`config.mk`:
```
export PLATFORM = sky130hd
export DESIGN_NAME = pmp_check_seq
export DESIGN_NICKNAME = d
export VERILOG_FILES = /design/src/rtl/global_pkg.sv /design/src/rtl/pmp_check_seq_match.sv /design/src/rtl/pmp_check_seq.sv
export SDC_FILE = /design/constraint.sdc
export NUM_CORES = 1
export LEC_CHECK = 0
export ABC_CLOCK_PERIOD_IN_PS = 4490
export BUFFER_PORTS_ARGS = -buffer_cell sky130_fd_sc_hd__buf_2
export CAP_MARGIN = 25
export CORE_MARGIN = 2
export CORE_UTILIZATION = 35
export CTS_CLUSTER_SIZE = 20
export DETAILED_ROUTE_END_ITERATION = 8
export GPL_ROUTABILITY_DRIVEN = 1
export GPL_TIMING_DRIVEN = 0
export MAX_ROUTING_LAYER = met4
export PLACE_DENSITY = 0.6
export SLEW_MARGIN = 40
export SYNTH_ARGS = -nofsm -noshare
export SYNTH_HDL_FRONTEND = slang
export SYNTH_SLANG_ARGS = --single-unit
```
`constraint.sdc`:
```
create_clock -name clk -period 4.49 [get_ports clk]
set_input_delay 0.449 -clock clk [delete_from_list [all_inputs] [get_ports clk]]
set_output_delay 0.449 -clock clk [all_outputs]
set_load 0.02 [all_outputs]
```
`src/rtl/global_pkg.sv`:
```
// global_pkg: access types, PMP address-matching modes and CSR numbers shared by the PMP checker.
package global_pkg;
    typedef enum logic [1:0] {ACC_R, ACC_W, ACC_X} access_t;
    typedef enum logic [1:0] {A_OFF, A_TOR, A_NA4, A_NAPOT} pmp_a_t;
    localparam logic [11:0] CSR_PMPCFG0  = 12'h3A0;
    localparam logic [11:0] CSR_PMPADDR0 = 12'h3B0;
endpackage

```
`src/rtl/pmp_check_seq_match.sv`:
```
// pmp_match: single-entry region match and permission decision.
// NA4/NAPOT matching exists only when PMP_NAPOT_EN is defined; otherwise only TOR can match.
module pmp_match
    import global_pkg::*;
(
    input  logic [31:0] wa,
    input  logic [31:0] prev,
    input  logic [31:0] a,
    input  logic [7:0]  e,
    input  access_t     acc,
    input  logic        priv_m,
    output logic        hit,
    output logic        fault
);
    pmp_a_t mode;
    logic   perm;
    assign mode = pmp_a_t'(e[4:3]);
    assign perm = acc == ACC_R ? e[0] : acc == ACC_W ? e[1] : e[2];
`ifdef PMP_NAPOT_EN
    logic [31:0] mask;
    assign mask = ~(a ^ (a + 32'd1));
    assign hit  = mode == A_TOR   ? (prev <= wa && wa < a) :
                  mode == A_NA4   ? wa == a :
                  mode == A_NAPOT ? ((wa ^ a) & mask) == 32'd0 : 1'b0;
`else
    assign hit = mode == A_TOR && prev <= wa && wa < a;
`endif
    // M-mode bypasses unlocked entries
    assign fault = !(priv_m && !e[7]) && !perm;
endmodule

```
`src/rtl/pmp_check_seq.sv`:
```
// pmp_check_seq: walks PMP entries over the shared CSR read port and grants or faults one access.
// Build option PMP_NAPOT_EN enables NA4/NAPOT region matching in pmp_match.
module pmp_check_seq
    import global_pkg::*;
#(
    parameter int N_ENTRIES = 16
) (
    input  logic        clk,
    input  logic        rst,
    input  logic        req_valid,
    output logic        req_ready,
    input  logic [31:0] req_addr,
    input  access_t     req_type,
    input  logic        req_priv_m,
    output logic        resp_valid,
    input  logic        resp_ready,
    output logic        resp_fault,
    input  logic        csr_busy,
    output logic        cfg_rd,
    output logic [11:0] cfg_addr,
    input  logic [31:0] cfg_data
);
    typedef enum logic [2:0] {IDLE, RD_CFG, RD_ADDR, EVAL, DONE} state_t;
    state_t      state, state_n;
    logic [29:0] wa;
    access_t     acc;
    logic        priv_m, cfg_pend, hit, fault, last, unused_ok;
    logic [3:0]  idx;
    logic [31:0] prev, cfg_word;
    logic [7:0]  e;
    assign e         = cfg_word[{idx[1:0], 3'b000} +: 8];
    assign last      = idx == 4'(N_ENTRIES - 1);
    assign unused_ok = ^req_addr[1:0];

    pmp_match u_match (
        .wa({2'b00, wa}), .prev(prev), .a(cfg_data), .e(e),
        .acc(acc), .priv_m(priv_m), .hit(hit), .fault(fault)
    );

    always_comb begin
        state_n    = state;
        req_ready  = 1'b0;
        resp_valid = 1'b0;
        cfg_rd     = 1'b0;
        cfg_addr   = 12'h000;
        case (state)
            IDLE: begin
                req_ready = !rst;
                if (req_valid && !rst) state_n = RD_CFG;
            end
            RD_CFG: begin
                cfg_rd   = !csr_busy;
                cfg_addr = CSR_PMPCFG0 + {10'd0, idx[3:2]};
                if (!csr_busy) state_n = RD_ADDR;
            end
            RD_ADDR: begin
                cfg_rd   = !csr_busy;
                cfg_addr = CSR_PMPADDR0 + {8'd0, idx};
                if (!csr_busy) state_n = EVAL;
            end
            EVAL: state_n = (hit || last) ? DONE : idx[1:0] == 2'd3 ? RD_CFG : RD_ADDR;
            DONE: begin
                resp_valid = 1'b1;
                if (resp_ready) state_n = IDLE;
            end
            default: state_n = IDLE;
        endcase
    end

    always_ff @(posedge clk) begin
        if (rst) begin
            state      <= IDLE;
            resp_fault <= 1'b0;
            cfg_pend   <= 1'b0;
            idx        <= 4'd0;
            prev       <= 32'd0;
            wa         <= 30'd0;
            acc        <= ACC_R;
            priv_m     <= 1'b0;
            cfg_word   <= 32'd0;
        end else begin
            state    <= state_n;
            // read data arrives exactly one cycle after issue, so capture it then even if RD_ADDR stalls
            cfg_pend <= state == RD_CFG && !csr_busy;
            if (state == IDLE && req_valid) begin
                wa     <= req_addr[31:2];
                acc    <= req_type;
                priv_m <= req_priv_m;
                idx    <= 4'd0;
                prev   <= 32'd0;
            end
            if (state == RD_ADDR && cfg_pend) cfg_word <= cfg_data;
            if (state == EVAL) begin
                resp_fault <= hit ? fault : !priv_m;
                if (!hit) begin
                    prev <= cfg_data;
                    idx  <= idx + 4'd1;
                end
            end
        end
    end
endmodule

```
==> results of run 1 <==
==> worst paths after layout <==
path / slack (ns) / end / start
worst max register to register: 1.32 / prev[6]$_SDFF_PP0_ / wa[27]$_SDFFE_PP0P_
worst max-delay path: 1.32 / prev[6]$_SDFF_PP0_ / wa[27]$_SDFFE_PP0P_
worst min register to register: 0.45 / cfg_word[12]$_SDFFE_PP0P_ / cfg_word[12]$_SDFFE_PP0P_
worst min-delay path: 0.31 / wa[20]$_SDFFE_PP0P_ / req_addr[22]
==> registers in the layout, indices dropped and copies added, names as in the netlist <==
name	count
cfg_pend	1
acc	2
cfg_word	24
state	3
wa	30
priv_m	1
idx	4
prev	32
resp_fault	1
==> report_power, final <==
group,internal [mW],switching (mW)
clock network,0.442,0.382
logic,0.183,0.337
registers,0.909,0.0347
==> cell families (layout without fill, tap and decap cells) <==
logic type | after synthesis | after routing | share of synthesized area (%)
AOI/OAI and AO/OA | 218 | 218 | 21.9
adders and majority gates | 60 | 60 | 11.9
buffers and inverters | 128 | 226 | 8.52
DFF | 98 | 98 | 31.0
muxes | 10 | 10 | 2.63
other | 1 | 3 | 0.0593
and+or+nand+nor | 331 | 331 | 24.0
==> layout make-up <==
type / count / area [um^2]
fill: 1875 / 10500
multi-input combinational: 622 / 3830
sequential: 98 / 1960
timing repair buffer: 82 / 410
buffer: 66 / 307
tap: 229 / 287
inverter: 62 / 233
clock buffer: 9 / 225
clock inverter: 7 / 83.8
==> metal layers <==
layer | GRT usage [%] | part of all wire (%) | up-vias
met5 | - | 0 | -
met4 | 5.42 | 1.9 | 0
met3 | 3.81 | 5.4 | 35
met2 | 32.6 | 46 | 202
met1 | 27.4 | 47 | 2948
li1 | - | - | 3163
==> cell usage in the layout, fill, tap and decap left out, types with 4 or more instances in the layout <==
cell type / instances
sky130_fd_sc_hd__nor2_1: 43
sky130_fd_sc_hd__buf_4: 7
sky130_fd_sc_hd__ha_1: 60
sky130_fd_sc_hd__and3_1: 4
sky130_fd_sc_hd__nor3b_1: 4
sky130_fd_sc_hd__nand3_1: 10
sky130_fd_sc_hd__buf_2: 88
sky130_fd_sc_hd__nor2b_1: 5
sky130_fd_sc_hd__nor3_1: 11
sky130_fd_sc_hd__dfxtp_1: 98
sky130_fd_sc_hd__a21oi_1: 111
sky130_fd_sc_hd__a31oi_1: 30
sky130_fd_sc_hd__nand4_1: 9
sky130_fd_sc_hd__o2bb2ai_1: 29
sky130_fd_sc_hd__nor4_1: 4
sky130_fd_sc_hd__nand2b_1: 4
sky130_fd_sc_hd__mux4_2: 5
sky130_fd_sc_hd__o21ai_0: 7
sky130_fd_sc_hd__clkbuf_1: 46
sky130_fd_sc_hd__clkbuf_16: 9
sky130_fd_sc_hd__nand2_1: 192
sky130_fd_sc_hd__inv_1: 62
sky130_fd_sc_hd__or4_1: 31
==> stage by stage <==
step           hold WS [ns]  util, %  power, mW
5_1_grt               0.318     41.1       2.40
2_1_floorplan         0.431        -       1.30
3_5_place_dp          0.441     39.4       1.49
3_3_place_gp          0.437     39.4       1.48
6_report              0.312     41.1       2.29
4_1_cts               0.310     41.1       2.30
==> worst register-to-register path: stages, from the launching register on <==
cell and delay [ns]:
sky130_fd_sc_hd__dfxtp_1 0.36, sky130_fd_sc_hd__inv_1 0.06, sky130_fd_sc_hd__ha_1 0.28, sky130_fd_sc_hd__nand3_1 0.14, sky130_fd_sc_hd__nor4_2 0.53, sky130_fd_sc_hd__o21ai_1 0.14
sky130_fd_sc_hd__a32oi_1 0.18, sky130_fd_sc_hd__a21boi_2 0.38, sky130_fd_sc_hd__buf_4 0.27, sky130_fd_sc_hd__clkbuf_1 0.44, sky130_fd_sc_hd__nand2_1 0.12, sky130_fd_sc_hd__a31oi_1 0.20
==> PnR_summary.wiki, run 1 <==
{| class="wikitable"
! Metric !! Value
|-
| Routed wire length || 19.6 mm
|-
| Peak VDD IR || 218 uV
|-
| CTS tree || built
|-
| Final Cell Area || 7340 um^2
|-
| First-iteration detailed-routing DRC count || 634
|-
| Final worst clock skew || 0.00912 ns
|-
| Total die area || 19200 um^2
|-
| CTS hold repair buffers || 0
|-
| Leakage power of the design || 2.89 nW
|-
| Cell Count, Final, Fillers Out || 1175
|-
| Unique masters post-synth || 63
|-
| FFs w/ async S/R, synth || 0%
|-
| Cell Chain, Critical Path || inv_1 -> ha_1 -> nand3_1 -> nor4_2 -> o21ai_1 -> a32oi_1 -> a21boi_2 -> buf_4 -> clkbuf_1 -> nand2_1 -> a31oi_1
|-
| Nature of the critical path endpoint || register
|-
| DRC violations left || 0
|-
| Avg Cell Area, Syn || 7.48 um^2
|-
| Hold-critical path depth || 3
|-
| Number of cells traversed by the worst register-to-register path || 11
|-
| Maximum buffer depth of the clock tree || 2
|-
| Routability congestion estimate from global placement || 0.849
|-
| Period utilisation layout || 70.6%
|-
| Grt total ovfl || 0
|-
| Average via count per standard cell || 5.40
|-
| Cts bufs inserted || 9
|-
| Run status || finished, final reports clean
|-
| PortBufs || 82
|-
| Chip Height || 138 um
|-
| Final-layout setup total negative slack || 0 ns
|-
| Pin count of the biggest net entering global routing || 19
|-
| Count of buffers added by post-CTS timing repair for setup || 0
|-
| # IOs || 88
|-
| Crit path arrival time || 3.45 ns
|-
| Combined global-route utilization of all metal layers || 20.7%
|-
| Main area contributors after synthesis || sky130_fd_sc_hd__dfxtp_1 31%, sky130_fd_sc_hd__ha_1 12%, sky130_fd_sc_hd__nand2_1 11%, sky130_fd_sc_hd__a21oi_1 8.8%, sky130_fd_sc_hd__o2bb2ai_1 4.0%
|-
| Per-cell routed wire length || 16.6 um
|-
| Number of nets with antenna violations after detailed routing || 0
|-
| RSZ-0062 raised after global routing || false
|-
| Count of state elements after synthesis || 98
|-
| Gate count after technology mapping || 846
|-
| Count of final max-slew check failures || 0
|-
| Most common flop cell mapped by yosys || sky130_fd_sc_hd__dfxtp_1
|-
| Startpoint type of the worst setup path || register
|-
| Levels on crit path || 11
|-
| Sum of net half-perimeters after detailed placement || 15.1 mm
|-
| Number of rows created at floorplan || 49
|-
| Via count of the first global-routing pass || 5921
|-
| Most frequently used cell type in the post-synthesis netlist || sky130_fd_sc_hd__nand2_1
|-
| Post-CTS clock slew at the launch and capture registers of the worst setup and hold paths || 0.08 ns
|-
| Sequential-to-total area share from yosys stat || 31.0%
|-
| Worst-path fanout max || 10
|-
| Fraction of layout instances using a drive strength above 1 || 13.6%
|-
| Endpoints failing hold || 0
|-
| Clock sinks || 98
|-
| Count of flip-flops with a built-in enable after synthesis || 0
|-
| Yosys warns || 0
|-
| Final setup violation count || 0
|-
| First-pass DRT Iterations || 7
|-
| Antenna violations before repair || 0
|-
| Highest cell delay on the worst timing path || 0.53 ns
|-
| Total power divided by cell area || 312 nW/um^2
|-
| Critical Path RT || 4.77 ns
|-
| Horizontal extent of the die || 138 um
|-
| # resized after CTS || 0
|-
| Maximum frequency from static timing analysis || 315 MHz
|-
| Number of max-cap violations || 0
|-
| Slew headroom || 47.6%
|-
| Path class of the lowest-slack min-delay path || primary input to register
|-
| Worst setup path category || register to register
|-
| Count of nets after finishing || 1073
|-
| Placed cell count || 1159
|-
| H-tree depth reported by CTS || 3
|-
| Crit path buffers/inverters || 3
|-
| Cell at the root of the clock tree || sky130_fd_sc_hd__clkbuf_16
|-
| Top cells by count, synth || 192 x sky130_fd_sc_hd__nand2_1, 111 x sky130_fd_sc_hd__a21oi_1, 98 x sky130_fd_sc_hd__dfxtp_1
|-
| Placeable Area || 17800 um^2
|-
| Actual transition at the worst max-transition pin || 0.785 ns
|-
| # diodes || 0
|-
| Mapped Area || 6330 um^2
|-
| Global-route wire length before repair || 31.1 mm
|-
| Slowest stage cell on the critical path || sky130_fd_sc_hd__nor4_2
|-
| Final critical path time including I/O delays and setup || 3.17 ns
|-
| Area share of the largest cell type after synthesis || 31.0%
|-
| Clock network latency to the later pin of the worst-skew pair || 0.36 ns
|-
| Layout overhead on the synthesized area || 16.0%
|-
| Post-synth top area cell || sky130_fd_sc_hd__dfxtp_1
|-
| Routed via count || 6348
|-
| Largest delay contributor family on the critical path || compound AO/OA/AOI/OAI gates
|-
| Worst slack at placement || 1.25 ns
|-
| Initial Utilization || 35.5%
|-
| Area of placed instances || 7030 um^2
|-
| Worst Slack Setup Final || 1.32 ns
|}
Note: power is estimated with default switching activity, not from simulation.
==> run 2: changes to the inputs <==
ABC_CLOCK_PERIOD_IN_PS = 2700   (was 4490)
PLACE_DENSITY = 0.62   (was 0.6)
clock period = 2.7 ns   (was 4.49 ns; I/O delays follow)
==> PnR_summary.wiki, run 2 (synthesized netlist as in run 1, its figures left out) <==
{| class="wikitable"
! Metric !! Value
|-
| Area of placed instances || 7030 um^2 (unchanged)
|-
| Reg-to-Reg End || prev[28]$_SDFF_PP0_
|-
| Chip Height || 138 um (unchanged)
|-
| Layout filler cell count || 1832 (-2.3%)
|-
| Endpoints failing hold || 0 (unchanged)
|-
| Routed wire length || 20.1 mm (+2.6%)
|-
| Final Cell Area || 7660 um^2 (+4.3%)
|-
| Post-CTS clock slew at the launch and capture registers of the worst setup and hold paths || 0.07 ns (about the same)
|-
| Startpoint type of the worst setup path || register
|-
| Registers with the highest flip-flop counts || prev x32, wa x30, cfg_word x24
|-
| # IOs || 88 (unchanged)
|-
| Number of cells traversed by the worst register-to-register path || 10 (-1)
|-
| Via count of the first global-routing pass || 5971 (+0.84%)
|-
| Maximum frequency from static timing analysis || 360 MHz (+14%)
|-
| Cell Count, Final, Fillers Out || 1183 (+0.68%)
|-
| Area of combinational cells with multiple inputs || 4040 um^2 (+5.4%)
|-
| Number of nets with antenna violations after detailed routing || 0 (unchanged)
|-
| Final-layout setup total negative slack || -0.748 ns (-0.748 ns)
|-
| Final setup violation count || 27 (+27)
|-
| Highest-count cells in the layout ignoring fill and taps || 192 x sky130_fd_sc_hd__nand2_1, 110 x sky130_fd_sc_hd__a21oi_1, 95 x sky130_fd_sc_hd__dfxtp_1, 87 x sky130_fd_sc_hd__buf_2, 62 x sky130_fd_sc_hd__inv_1
|-
| Hold-critical path depth || 3 (unchanged)
|-
| Launch instance of the worst register-to-register path || wa[2]$_SDFFE_PP0P_
|-
| Register-to-register setup slack || -0.08 ns (-1.40 ns)
|-
| Grt total ovfl || 0 (unchanged)
|-
| Run status || complete, but fails checks
|-
| Cts bufs inserted || 9 (unchanged)
|-
| Slew headroom || 47.1% (-0.51 points)
|-
| H-tree depth reported by CTS || 3 (unchanged)
|-
| Hold EP || wa[5]$_SDFFE_PP0P_
|-
| First-iteration detailed-routing DRC count || 584 (-7.9%)
|-
| Final worst clock skew || 0.0100 ns (+0.000925 ns)
|-
| DRC violations left || 0 (unchanged)
|-
| Routability congestion estimate from global placement || 0.887 (+4.5%)
|-
| Finished Core Util || 42.9% (+1.8 points)
|-
| CTS tree || built
|-
| Worst setup path category || register to register
|-
| Routed via count || 6408 (+0.95%)
|-
| Worst-path fanout max || 10 (unchanged)
|-
| Pin count of the biggest net entering global routing || 18 (-1)
|-
| Sum of net half-perimeters after detailed placement || 15.0 mm (-0.70%)
|-
| Number of max-cap violations || 0 (unchanged)
|-
| Nature of the critical path endpoint || register
|-
| Commonest non-fill, non-tap cell in the layout || sky130_fd_sc_hd__nand2_1
|-
| # diodes || 0 (unchanged)
|-
| Average via count per standard cell || 5.42 (+0.26%)
|-
| Worst Slack Setup Final || -0.0781 ns (-1.40 ns)
|-
| Clock sinks || 98 (unchanged)
|-
| Placed cell count || 1159 (unchanged)
|-
| First-pass DRT Iterations || 8 (+1)
|-
| Final critical path time including I/O delays and setup || 2.78 ns (-0.393 ns)
|-
| Initial Utilization || 35.5% (unchanged)
|-
| PortBufs || 82 (unchanged)
|-
| FF/Latch Area || 1970 um^2 (+0.19%)
|-
| Period utilisation layout || 103% (+32 points)
|-
| Hold_ws || 0.132 ns (-0.180 ns)
|-
| Total power after layout || 3.88 mW (+69%)
|-
| Number of rows created at floorplan || 49 (unchanged)
|-
| Count of final max-slew check failures || 0 (unchanged)
|-
| Total die area || 19200 um^2 (unchanged)
|-
| Placeable Area || 17800 um^2 (unchanged)
|-
| Actual transition at the worst max-transition pin || 0.793 ns (+0.00761 ns)
|-
| Crit path arrival time || 3.07 ns (-0.38 ns)
|-
| Maximum buffer depth of the clock tree || 2 (unchanged)
|-
| Per-cell routed wire length || 17.0 um (+1.9%)
|-
| Combined global-route utilization of all metal layers || 21.2% (+0.52 points)
|-
| Fraction of layout instances using a drive strength above 1 || 18.3% (+4.7 points)
|-
| Path class of the lowest-slack min-delay path || primary input to register
|-
| Critical hold path startpoint || req_addr[7]
|-
| Peak VDD IR || 384 uV (+76%)
|-
| Clock network latency to the later pin of the worst-skew pair || 0.37 ns (about the same)
|-
| Global-route wire length before repair || 31.7 mm (+1.8%)
|-
| RSZ-0062 raised after global routing || true
|-
| Total power divided by cell area || 506 nW/um^2 (+62%)
|-
| Top register by number of flip-flops || prev
|-
| Layout overhead on the synthesized area || 21.0%
|-
| Count of nets after finishing || 1081 (+0.75%)
|-
| Violated checks || negative setup slack
|-
| Cell at the root of the clock tree || sky130_fd_sc_hd__clkbuf_16
|-
| Antenna violations before repair || 0 (unchanged)
|-
| Horizontal extent of the die || 138 um (unchanged)
|-
| Largest register FFs || 32 (unchanged)
|-
| Critical Path RT || 2.99 ns (-1.78 ns)
|-
| Leakage power of the design || 3.00 nW (+3.9%)
|-
| Worst slack at placement || -0.416 ns (-1.67 ns)
|}
==> run 2: cell types whose count changed in the layout (fill, tap and decap cells not counted), sizes merged <==
cell	before	now
buf	100	111
clkbuf	57	55
inv	65	64
==> run 2: final cells by class <==
| type | count | share of cell area (%) |
|---|---|---|
| buffer | 66 | 4.64 |
| tap | 229 | 3.74 |
| sequential | 98 | 25.7 |
| clock buffer | 10 | 2.99 |
| inverter | 62 | 3.04 |
| clock inverter | 6 | 0.948 |
| timing repair buffer | 90 | 6.21 |
| multi-input combinational | 622 | 52.8 |
==> run 2: repair_timing <==
| action | CTS | global route |
|---|---|---|
| hold buffers | 0 | 0 |
| pin swaps | 4 | 16 |
| gates cloned | 2 | 0 |
| setup endpoints to repair | 36 | 39 |
| setup buffers | 5 | 1 |
| gates resized for setup | 29 | 36 |
==> run 2: metal layers <==
metal  up-vias  GRT usage (%)  wire length (um)
li1       3187              -                 -
met5         -              -                 0
met3        27           4.64              1200
met4         0           5.48               350
met1      2985           27.6              9120
met2       209           33.5              9390
==> run 2: report_power, final <==
part           internal (mW)  switching, mW  total (mW)
clock network          0.730          0.631        1.36
logic                  0.350          0.596       0.947
registers               1.51         0.0570        1.57
==> run 2: worst max path at each step <==
stage,from,end,slack [ns],cells after the start
6_report,wa[2]$_SDFFE_PP0P_,prev[28]$_SDFF_PP0_,-0.08,10
5_1_grt,wa[2]$_SDFFE_PP0P_,prev[28]$_SDFF_PP0_,-0.16,10
4_1_cts,wa[2]$_SDFFE_PP0P_,prev[21]$_SDFF_PP0_,0.008,10
3_5_place_dp,cfg_data[29],prev[14]$_SDFF_PP0_,-0.42,11
3_3_place_gp,cfg_data[29],prev[10]$_SDFF_PP0_,-0.42,11
2_1_floorplan,cfg_data[2],idx[3]$_SDFF_PP0_,0.24,10
==> run 2: critical path: stages, from the launching register on <==
cell	delay (ns)
sky130_fd_sc_hd__dfxtp_2	0.34
sky130_fd_sc_hd__ha_4	0.21
sky130_fd_sc_hd__a211oi_2	0.23
sky130_fd_sc_hd__o21ai_2	0.09
sky130_fd_sc_hd__a211oi_2	0.32
sky130_fd_sc_hd__nor3_2	0.08
sky130_fd_sc_hd__o41a_1	0.43
sky130_fd_sc_hd__buf_6	0.16
sky130_fd_sc_hd__buf_8	0.14
sky130_fd_sc_hd__or4_4	0.52
sky130_fd_sc_hd__a31oi_4	0.17
==> run 3: changes to the inputs <==
ABC_AREA = 1   (was default)
PLACE_DENSITY = 0.63   (was 0.62)
==> PnR_summary.wiki, run 3 <==
{| class="wikitable"
! Metric !! Value
|-
| Area share of the largest cell type after synthesis || 35.9% (+4.9 points)
|-
| Cell at the root of the clock tree || sky130_fd_sc_hd__clkbuf_16
|-
| Gate count after technology mapping || 733 (-13%)
|-
| Busiest layer in global routing || met2
|-
| Mapped Area || 5460 um^2 (-14%)
|-
| Worst slack at placement || 0.521 ns (+0.937 ns)
|-
| Number of nets with antenna violations after detailed routing || 0 (unchanged)
|-
| Count of final max-slew check failures || 0 (unchanged)
|-
| Worst Slack Setup Final || 0.453 ns (+0.531 ns)
|-
| GR Layer Usage met1 || 23.6% (-4.0 points)
|-
| First-iteration detailed-routing DRC count || 261 (-55%)
|-
| Final worst clock skew || 0.00979 ns (-0.000256 ns)
|-
| Avg Cell Area, Syn || 7.45 um^2 (-0.40%)
|-
| Most common cell type on the critical path || sky130_fd_sc_hd__nor2_1
|-
| Placeable Area || 15200 um^2 (-15%)
|-
| Routed wire length || 14.4 mm (-28%)
|-
| Cell Chain, Critical Path || nor2_1 -> inv_1 -> nor2_1 -> clkbuf_1 -> buf_2
|-
| Yosys warns || 0 (unchanged)
|-
| Number of rows created at floorplan || 45 (-8.2%)
|-
| Cts bufs inserted || 9 (unchanged)
|-
| Worst setup path category || register to output pin
|-
| Layout filler cell count || 1604 (-12%)
|-
| Finished Core Util || 42.1% (-0.77 points)
|-
| Final setup violation count || 0 (-100%)
|-
| CTS tree || built
|-
| Slew headroom || 58.9% (+12 points)
|-
| Grt total ovfl || 0 (unchanged)
|-
| Routed via count || 4983 (-22%)
|-
| Slowest stage cell on the critical path || sky130_fd_sc_hd__clkbuf_1
|-
| Total power divided by cell area || 686 nW/um^2 (+36%)
|-
| # IOs || 88 (unchanged)
|-
| Via count of the first global-routing pass || 4699 (-21%)
|-
| Endpoints failing hold || 0 (unchanged)
|-
| Total die area || 16600 um^2 (-13%)
|-
| Layout overhead on the synthesized area || 17.3%
|-
| CTS hold repair buffers || 0 (unchanged)
|-
| Count of flip-flops with a built-in enable after synthesis || 0 (unchanged)
|-
| Top register by number of flip-flops || prev
|-
| Path class of the lowest-slack min-delay path || primary input to register
|-
| Final critical path time including I/O delays and setup || 2.25 ns (-0.531 ns)
|-
| RSZ-0062 raised after global routing || false
|-
| Cell Count, Final, Fillers Out || 1020 (-14%)
|-
| Largest register FFs || 32 (unchanged)
|-
| Pin count of the biggest net entering global routing || 16 (-2)
|-
| Placed cell count || 1005 (-13%)
|-
| Count of buffers added by post-CTS timing repair for setup || 0 (-5)
|-
| Peak VDD IR || 331 uV (-14%)
|-
| Chip Height || 129 um (-6.9%)
|-
| Clock sinks || 98 (unchanged)
|-
| Most common flop cell mapped by yosys || sky130_fd_sc_hd__dfxtp_1
|-
| Count of state elements after synthesis || 98 (unchanged)
|-
| Startpoint type of the worst setup path || register
|-
| Commonest non-fill, non-tap cell in the layout || sky130_fd_sc_hd__a21oi_1
|-
| Run status || finished, final reports clean
|-
| Sequential-to-total area share from yosys stat || 35.9% (+4.9 points)
|-
| Critical Path RT || 2.43 ns (-0.56 ns)
|-
| Count of nets after finishing || 960 (-11%)
|-
| Main area contributors after synthesis || sky130_fd_sc_hd__dfxtp_1 36%, sky130_fd_sc_hd__ha_1 14%, sky130_fd_sc_hd__a21oi_1 11%, sky130_fd_sc_hd__nand2_1 8.5%, sky130_fd_sc_hd__inv_1 6.9%
|-
| Initial Utilization || 35.9% (+0.45 points)
|-
| H-tree depth reported by CTS || 3 (unchanged)
|-
| Worst-path fanout max || 10 (unchanged)
|-
| FFs w/ async S/R, synth || 0% (unchanged)
|-
| Global-route met2 utilization || 30.8% (-2.8 points)
|-
| Combined global-route utilization of all metal layers || 18.6% (-2.6 points)
|-
| Per-cell routed wire length || 14.1 um (-17%)
|-
| Largest delay contributor family on the critical path || buffers and inverters
|-
| DRC violations left || 0 (unchanged)
|-
| PortBufs || 82 (unchanged)
|-
| Highest-count cells in the layout ignoring fill and taps || 125 x sky130_fd_sc_hd__a21oi_1, 123 x sky130_fd_sc_hd__nand2_1, 100 x sky130_fd_sc_hd__inv_1, 98 x sky130_fd_sc_hd__dfxtp_1, 83 x sky130_fd_sc_hd__buf_2
|-
| Average via count per standard cell || 4.89 (-9.8%)
|-
| Leakage power of the design || 2.88 nW (-4.0%)
|-
| Horizontal extent of the die || 129 um (-6.9%)
|-
| Crit path buffers/inverters || 3 (+1)
|-
| Fraction of layout instances using a drive strength above 1 || 15.4% (-3.0 points)
|-
| Maximum buffer depth of the clock tree || 2 (unchanged)
|-
| Number of max-cap violations || 0 (unchanged)
|-
| Nature of the critical path endpoint || output pin
|-
| Highest cell delay on the worst timing path || 0.47 ns (-0.05 ns)
|-
| # diodes || 0 (unchanged)
|-
| Crit path arrival time || 1.98 ns (-1.09 ns)
|-
| Most frequently used cell type in the post-synthesis netlist || sky130_fd_sc_hd__a21oi_1
|-
| Clock network latency to the later pin of the worst-skew pair || 0.35 ns (-0.02 ns)
|-
| Global-route wire length before repair || 23.4 mm (-26%)
|-
| # resized after CTS || 0 (-100%)
|-
| Registers with the highest flip-flop counts || prev x32, wa x30, cfg_word x24
|-
| First-pass DRT Iterations || 5 (-3)
|-
| Post-CTS clock slew at the launch and capture registers of the worst setup and hold paths || 0.06 ns (about the same)
|-
| Global-route track usage on met3 || 3.87% (-0.77 points)
|-
| Period utilisation layout || 83.2% (-20 points)
|-
| Top cells by count, synth || 125 x sky130_fd_sc_hd__a21oi_1, 123 x sky130_fd_sc_hd__nand2_1, 100 x sky130_fd_sc_hd__inv_1
|-
| Post-synth top area cell || sky130_fd_sc_hd__dfxtp_1
|-
| Final-layout setup total negative slack || 0 ns (+0.748 ns)
|-
| Actual transition at the worst max-transition pin || 0.616 ns (-0.177 ns)
|-
| Unique masters post-synth || 37 (-41%)
|-
| Routability congestion estimate from global placement || 0.833 (-6.2%)
|-
| Maximum frequency from static timing analysis || 445 MHz (+24%)
|-
| Antenna violations before repair || 0 (unchanged)
|-
| Sum of net half-perimeters after detailed placement || 11.3 mm (-25%)
|}
run 3: cells by family after synthesis:
group	count (synthesis)	synth area share [%]
other	1	0.0687
AO/OA/AOI/OAI	234	22.7
adder cells (fa/ha/maj)	60	13.7
AND/OR/NAND/NOR	197	15.9
flip-flops	98	35.9
buffers and inverters	142	11.5
XOR/XNOR	1	0.160
run 3: per-layer routing:
metal	routed length [um]	vias up	share of wire, %
li1	-	2634	-
met4	118	0	0.82
met1	6830	2254	48
met5	0	-	0
met3	578	9	4.0
met2	6840	86	48
run 3: layout make-up:
| cell class | instances | area [um^2] | area share, % |
|---|---|---|---|
| Buffer | 42 | 253 | 3.94 |
| Timing Repair Buffer | 82 | 410 | 6.41 |
| Clock buffer | 10 | 239 | 3.73 |
| Sequential cell | 98 | 1960 | 30.6 |
| Multi-Input combinational cell | 495 | 2880 | 44.9 |
| Inverter | 100 | 375 | 5.86 |
| Tap cell | 188 | 235 | 3.67 |
| Clock inverter | 5 | 55.1 | 0.859 |
run 3: final timing paths:
| check | start | endpoint | slack (ns) | cells past startpoint |
|---|---|---|---|---|
| setup / recovery | state[0]$_SDFFE_PP0P_ | cfg_addr[4] | 0.45 | 5 |
| hold / removal | csr_busy | cfg_pend$_SDFF_PP0_ | 0.14 | 2 |
| setup reg to reg | wa[7]$_SDFFE_PP0P_ | prev[30]$_SDFF_PP0_ | 0.52 | 13 |
| hold reg to reg | cfg_word[9]$_SDFFE_PP0P_ | cfg_word[9]$_SDFFE_PP0P_ | 0.46 | 2 |
run 3: worst reg2reg max path, delay by kind of cell, from the launching register on:
family	cells	cell delay [ns]
compound gates	2	0.22
buf+inv	2	0.23
fa+ha+maj	1	0.29
simple gates	8	1.04
flops	1	0.33
run 3: power by group:
part           leakage [nW]  switching, mW  internal (mW)  total, mW
combinational          1.94          0.908          0.502       1.41
clock                 0.140          0.560          0.735       1.30
sequential            0.798         0.0874           1.60       1.69
run 3: metrics by stage:
step                      power [mW]  instance area [um^2]  hold WS (ns)
after floorplan                 2.71                  5470         0.349
after detailed placement        3.15                  6110         0.448
after global placement          3.12                  6110         0.444
after global routing            4.72                  6410         0.144
final                           4.40                  6410         0.138
after CTS                       4.45                  6410         0.135
